**config.mk**
```make
export PLATFORM = sky130hd
export DESIGN_NAME = axis_coef_packer
export DESIGN_NICKNAME = d
export VERILOG_FILES = /design/src/rtl/axis_coef_packer_pkg.sv /design/src/rtl/axis_beat_reg.sv /design/src/rtl/axis_coef_packer.sv
export SDC_FILE = /design/constraint.sdc
export NUM_CORES = 1
export LEC_CHECK = 0
export ABC_AREA = 1
export ABC_CLOCK_PERIOD_IN_PS = 5700
export CELL_PAD_IN_SITES_DETAIL_PLACEMENT = 0
export CELL_PAD_IN_SITES_GLOBAL_PLACEMENT = 1
export CORE_MARGIN = 4
export CORE_UTILIZATION = 36
export DETAILED_ROUTE_END_ITERATION = 8
export PLACE_DENSITY_LB_ADDON = 0.2
export SYNTH_ARGS = -nofsm -noshare
export SYNTH_HDL_FRONTEND = slang
export SYNTH_SLANG_ARGS = --single-unit
```
**constraint.sdc**
```tcl
create_clock -name iSYS_CLK -period 5.7 [get_ports iSYS_CLK]
set_clock_uncertainty 0.2 [all_clocks]
set_input_delay 1.14 -clock iSYS_CLK [delete_from_list [all_inputs] [get_ports iSYS_CLK]]
set_output_delay 1.14 -clock iSYS_CLK [all_outputs]
set_load 0.01 [all_outputs]
```
**src/rtl/axis_coef_packer_pkg.sv**
```systemverilog
// axis_coef_packer_pkg: packer state encoding, MDL frame-length constants and defaults.
package axis_coef_packer_pkg;

  typedef enum logic [1:0] {
    ST_IDLE  = 2'd0,
    ST_RUN   = 2'd1,
    ST_DRAIN = 2'd2,
    ST_DONE  = 2'd3
  } pk_state_t;

  localparam int LEN_KECCAK = 50;
  localparam int LEN_PWM    = 2048;
  localparam int LEN_NTT    = 4096;

  localparam int DEF_DCOEF  = 32;
  localparam int DEF_LANES  = 2;
  localparam int DEF_LEN_W  = $clog2(LEN_NTT) + 1;

  // Lane-counter width; a single-lane packer still needs one bit.
  function automatic int lane_bits(input int lanes);
    return (lanes > 1) ? $clog2(lanes) : 1;
  endfunction

endpackage

```
**src/rtl/axis_beat_reg.sv**
```systemverilog
// axis_beat_reg: single-entry AXI-Stream output slice holding valid, data, keep and last.
module axis_beat_reg #(
  parameter int DATA_W = 64,
  parameter int KEEP_W = 8
) (
  input  logic              clk,
  input  logic              rst,
  input  logic              load,
  input  logic [DATA_W-1:0] load_data,
  input  logic [KEEP_W-1:0] load_keep,
  input  logic              load_last,
  output logic              valid,
  input  logic              ready,
  output logic [DATA_W-1:0] data,
  output logic [KEEP_W-1:0] keep,
  output logic              last,
  output logic              free
);

  // Free when empty or draining this cycle; load is only asserted while free.
  assign free = !valid || ready;

  always_ff @(posedge clk or posedge rst) begin
    if (rst) begin
      valid <= 1'b0;
      data  <= '0;
      keep  <= '0;
      last  <= 1'b0;
    end else if (load) begin
      valid <= 1'b1;
      data  <= load_data;
      keep  <= load_keep;
      last  <= load_last;
    end else if (ready) begin
      valid <= 1'b0;
    end
  end

endmodule

```
**src/rtl/axis_coef_packer.sv**
```systemverilog
// axis_coef_packer: packs PRM_LANES coefficients per wide AXIS beat with
// counter-driven TKEEP/TLAST, a one-beat gather buffer and input TLAST checking.
module axis_coef_packer
  import axis_coef_packer_pkg::*;
#(
  parameter int PRM_DCOEF = DEF_DCOEF,
  parameter int PRM_LANES = DEF_LANES,
  parameter int PRM_DAXI  = PRM_DCOEF * PRM_LANES,
  parameter int PRM_LEN_W = DEF_LEN_W
) (
  input  logic                  iSYS_CLK,
  input  logic                  iSYS_RST,
  input  logic                  iCTL_START,
  input  logic [PRM_LEN_W-1:0]  iCTL_LEN,
  output logic                  oCTL_BUSY,
  output logic                  oCTL_DONE,
  output logic                  oCTL_ERR,
  input  logic                  iC_TVALID,
  output logic                  oC_TREADY,
  input  logic [PRM_DCOEF-1:0]  iC_TDATA,
  input  logic                  iC_TLAST,
  output logic                  oM_AXIS_TVALID,
  input  logic                  iM_AXIS_TREADY,
  output logic [PRM_DAXI-1:0]   oM_AXIS_TDATA,
  output logic [PRM_DAXI/8-1:0] oM_AXIS_TKEEP,
  output logic                  oM_AXIS_TLAST
);

  localparam int KEEP_W      = PRM_DAXI / 8;
  localparam int LANE_KEEP_W = PRM_DCOEF / 8;
  localparam int LANE_W      = lane_bits(PRM_LANES);
  localparam logic [LANE_W-1:0]    LAST_LANE = LANE_W'(PRM_LANES - 1);
  localparam logic [PRM_LEN_W-1:0] ONE_LEFT  = PRM_LEN_W'(1);

  pk_state_t              state;
  logic [PRM_LEN_W-1:0]   rem;
  logic [LANE_W-1:0]      lane_cnt;
  logic [PRM_DAXI-1:0]    gather_data;
  logic [KEEP_W-1:0]      gather_keep;
  logic                   gather_last;
  logic                   pending;
  logic                   busy_r;
  logic                   done_r;
  logic                   err_r;

  logic                   c_ready;
  logic                   accept;
  logic                   last_coef;
  logic                   beat_done;
  logic                   out_free;
  logic                   load;
  logic                   last_fire;
  logic [PRM_DAXI-1:0]    merged_data;
  logic [KEEP_W-1:0]      merged_keep;
  logic [PRM_DAXI-1:0]    load_data;
  logic [KEEP_W-1:0]      load_keep;
  logic                   load_last;

  assign c_ready   = (state == ST_RUN) && !pending;
  assign accept    = iC_TVALID && c_ready;
  assign last_coef = (rem == ONE_LEFT);
  assign beat_done = accept && ((lane_cnt == LAST_LANE) || last_coef);
  assign last_fire = oM_AXIS_TVALID && iM_AXIS_TREADY && oM_AXIS_TLAST;

  always_comb begin
    merged_data = gather_data;
    merged_keep = gather_keep;
    merged_data[lane_cnt*PRM_DCOEF +: PRM_DCOEF]     = iC_TDATA;
    merged_keep[lane_cnt*LANE_KEEP_W +: LANE_KEEP_W] = {LANE_KEEP_W{1'b1}};
  end

  // A held beat always goes first; no coefficient is accepted while it waits.
  assign load      = pending ? out_free : (beat_done && out_free);
  assign load_data = pending ? gather_data : merged_data;
  assign load_keep = pending ? gather_keep : merged_keep;
  assign load_last = pending ? gather_last : last_coef;

  axis_beat_reg #(
    .DATA_W (PRM_DAXI),
    .KEEP_W (KEEP_W)
  ) u_out (
    .clk       (iSYS_CLK),
    .rst       (iSYS_RST),
    .load      (load),
    .load_data (load_data),
    .load_keep (load_keep),
    .load_last (load_last),
    .valid     (oM_AXIS_TVALID),
    .ready     (iM_AXIS_TREADY),
    .data      (oM_AXIS_TDATA),
    .keep      (oM_AXIS_TKEEP),
    .last      (oM_AXIS_TLAST),
    .free      (out_free)
  );

  always_ff @(posedge iSYS_CLK or posedge iSYS_RST) begin
    if (iSYS_RST) begin
      state       <= ST_IDLE;
      rem         <= '0;
      lane_cnt    <= '0;
      gather_data <= '0;
      gather_keep <= '0;
      gather_last <= 1'b0;
      pending     <= 1'b0;
      busy_r      <= 1'b0;
      done_r      <= 1'b0;
      err_r       <= 1'b0;
    end else begin
      done_r <= 1'b0;
      if (pending && out_free) begin
        pending     <= 1'b0;
        gather_data <= '0;
        gather_keep <= '0;
        gather_last <= 1'b0;
      end
      case (state)
        ST_IDLE: begin
          if (iCTL_START) begin
            err_r       <= 1'b0;
            lane_cnt    <= '0;
            rem         <= iCTL_LEN;
            pending     <= 1'b0;
            gather_data <= '0;
            gather_keep <= '0;
            gather_last <= 1'b0;
            if (iCTL_LEN == '0) begin
              state  <= ST_DONE;
              done_r <= 1'b1;
            end else begin
              state  <= ST_RUN;
              busy_r <= 1'b1;
            end
          end
        end
        ST_RUN: begin
          if (accept) begin
            rem <= rem - ONE_LEFT;
            if (iC_TLAST != last_coef) err_r <= 1'b1;
            if (beat_done) begin
              lane_cnt <= '0;
              if (out_free) begin
                gather_data <= '0;
                gather_keep <= '0;
              end else begin
                gather_data <= merged_data;
                gather_keep <= merged_keep;
                gather_last <= last_coef;
                pending     <= 1'b1;
              end
            end else begin
              lane_cnt    <= lane_cnt + 1'b1;
              gather_data <= merged_data;
              gather_keep <= merged_keep;
            end
            if (last_coef) state <= ST_DRAIN;
          end
        end
        ST_DRAIN: begin
          if (last_fire) begin
            state  <= ST_DONE;
            busy_r <= 1'b0;
            done_r <= 1'b1;
          end
        end
        ST_DONE: begin
          state <= ST_IDLE;
        end
        default: begin
          state <= ST_IDLE;
        end
      endcase
    end
  end

  assign oC_TREADY = c_ready;
  assign oCTL_BUSY = busy_r;
  assign oCTL_DONE = done_r;
  assign oCTL_ERR  = err_r;

endmodule

```
==> impl_metrics.toml <==
[logic_synthesis]
synth_area_um2 = 9160
yosys.area.top_type = "dfrtp_1"
postSynthNetCount = 1308
synth.yosys.seq_area_share_pct = 45.6
post_synth_num_cell_types = 33
ys_dominant_reg_cell = "dfrtp_1"
synth_cells = 1252
synth_seq_cells = 167
number_of_flops_mapped_to_enable_cells_by_yosys = 0
ys_async_sr_fraction_pct = 100
mean_area_per_synthesized_cell_um2 = 7.31
yosysTopAreaCellShare_pct = 45.6
synth-warning-count = 0
ys_top_cells_by_area = "dfrtp_1 (46%), nand2_1 (16%), nand3_1 (7.5%)"

[worst_setup_path]
critical_path_class = "reg2out"
critical_path.top_delay_family = "buffers and inverters"
critical_path_cell_count = 5
cpPeakStageDelay_ns = 0.72
start_kind = "register"
reg2reg_from = "state[1]"
timing.reg2reg.setup_slack_ns = 2.18
worstSetupStartpoint = "state[1]"
critical_path_arrival_ns = 2.56
worstPathRequired_ns = 4.36
crit_path_max_fanout = 21
cpMaxStageDelayCell = "ha_1"
cp-end-kind = "output pin"
critical_path.reg2reg.endpoint = "gather_keep[1]"
worst_reg2reg_path_length_in_cells = 9
crit_path_end = "oC_TREADY"
worst-path-buf-inv = 3
path_cells = "inv_1 > ha_1 > clkinv_1 > nor2_1 > clkdlybuf4s50_1"

[clock_network]
clk_root_buffer_cell = "clkbuf_16"
cts_made_buffers = 17
clock_tree_from_tritoncts = "built"
max-clock-path-buffers = 2
hold_buffers = 0
cts_resized = 0
clkTransAtPathRegs_ns = 0.07
clk_latency_ns = 0.43
post-cts-setup-buffer-count = 0
clock_sink_count = 167
htree_levels = 4

[routing]
initialDrtViolationCount = 610
drc = 0
drt-wirelength-per-cell_um = 16.7
dr_total_vias = 8430
route.detailed.vias_per_inst = 5.04
totalWireLength_mm = 28.0
route.antenna.remaining_nets = 0
drtPass1Iterations = 5

[placement]
detailedPlacementHpwl_mm = 17.7
placed_cells = 1642
placement.io_buffers = 128
place.gp.congestion = 0.767

[die]
die_x_um = 167
pin_count = 129
die_area_um2 = 28000
initial_core_util_pct = 36.5
core_region_area_um2 = 25100
fp-row-count = 58
die_h_um = 167

[power]
ir_worst_vdd_mv = 0.271
leakagePower_nw = 5.69
powerDensity_nw_per_um2 = 534

[hold_path]
worstHoldPathType = "reg2reg"

[cells_and_area]
net_count_final = 1387
fillers = 2578
antenna_cells_inserted = 0
mostFrequentLayoutCells = "nand2_1 (383), dfrtp_1 (166), nand3_1 (138)"
multi_input_area_um2 = 4140
area_growth_pct = 21.9
layout-drive-gt1-share_pct = 5.21
final_cells = 1674
register_cell_area_after_layout_um2 = 4180
layout.cells.most_common = "nand2_1"

[outcome]
run_status = "finished, final reports clean"

[timing]
report.final.hold_viol_count = 0
relSlewSlack_pct = 22.6
slew_violations = 0
worst_slew_pin_slew_ns = 1.16
finalSetupTns_ns = 0
unrepaired_setup_endpoints_after_global_routing = "no"
final.period_utilization_pct = 68.5
max_freq_ghz = 0.256
setup_viol = 0
period_minus_slack_ns = 3.90

[global_route]
globalRouteOverflowTotal = 0
number_of_antenna_violations_at_the_first_check_in_global_routing = 0
grt_use_total_pct = 20.2
number_of_global_route_vias_before_repair = 8210
grt_max_degree = 91
grt_first_pass_wirelength_mm = 45.9

[run]
timing.max_cap.violations = 0
logic make-up after synthesis:
| group | count (synthesis) | share of synthesized area [%] |
|---|---|---|
| AOI/OAI and AO/OA | 200 | 12.2 |
| xor gates and xnor gates | 3 | 0.287 |
| adders and majority gates | 5 | 0.683 |
| buffers and inverters | 199 | 9.43 |
| DFF | 167 | 45.6 |
| muxes | 18 | 1.97 |
| and+or+nand+nor | 660 | 29.8 |
worst min-delay path: stages, from the launching register on:
cell,delay (ns)
dfrtp_1,0.34
nand2_1,0.05
nand2_1,0.05
report_power, final:
part	internal [mW]	switching (mW)
logic	1.12	1.71
registers	1.63	0.345
clock network	0.593	0.558
total	3.35	2.61
synthesized netlist by cell type, types with 2 or more instances:
| cell type | number |
|---|---|
| a211oi_1 | 28 |
| a21oi_1 | 65 |
| buf_1 | 10 |
| buf_2 | 27 |
| buf_4 | 4 |
| buf_6 | 9 |
| clkbuf_1 | 35 |
| dfrtp_1 | 167 |
| ha_1 | 5 |
| inv_1 | 110 |
| inv_2 | 3 |
| mux2i_1 | 18 |
| nand2_1 | 383 |
| nand2_2 | 4 |
| nand3_1 | 138 |
| nand4_1 | 5 |
| nor2_1 | 116 |
| nor2_2 | 3 |
| nor3_1 | 3 |
| o211ai_1 | 2 |
| o21ai_0 | 81 |
| o22ai_1 | 22 |
| or2_2 | 3 |
| xor2_1 | 2 |
per-layer routing:
metal  vias to the layer above  share of wire, %  global-route usage (%)
met3                        29               4.7                    3.23
met5                         -                 0                       0
met1                      4005                48                    29.2
met4                         0               1.9                    5.58
met2                       200                45                    31.7
li1                       4196                 -                       -
through the flow:
stage | util (%) | hold slack, ns | total power [mW] | setup WS, ns | area, um2
final | 44.4 | 0.280 | 5.96 | 1.80 | 11200
after global routing | 44.4 | 0.298 | 6.48 | 1.64 | 11200
after CTS | 44.4 | 0.284 | 6.04 | 1.77 | 11200
after detailed placement | 42.2 | 0.265 | 4.86 | 1.82 | 10600
after global placement | 42.2 | 0.262 | 4.84 | 1.82 | 10600
after floorplan | - | 0.249 | 3.79 | 2.23 | 9160
flip-flops by register name, summed over array words and instances (netlist names), 2 cells and up:
register	count
u_out.keep	8
gather_data	64
u_out.data	64
state	2
rem	13
gather_keep	8
area by class of cell:
type / instances / share of cell area (%)
sequential: 167 / 37.5
multi-input combinational: 886 / 37.1
timing repair buffer: 145 / 12.7
clock buffer: 18 / 3.94
inverter: 114 / 3.87
tap: 330 / 3.70
clock inverter: 14 / 1.18
worst min-delay path by stage:
stage	start	to	slack, ns	depth (start not counted)
after floorplan	gather_data[34]	gather_data[34]	0.25	2
after global placement	gather_keep[7]	gather_keep[7]	0.26	2
after detailed placement	gather_keep[4]	gather_keep[4]	0.27	2
after CTS	gather_data[37]	gather_data[37]	0.28	2
after global routing	gather_keep[5]	gather_keep[5]	0.30	2
final	gather_keep[4]	gather_keep[4]	0.28	2
Note: power is estimated with default switching activity, not from simulation.
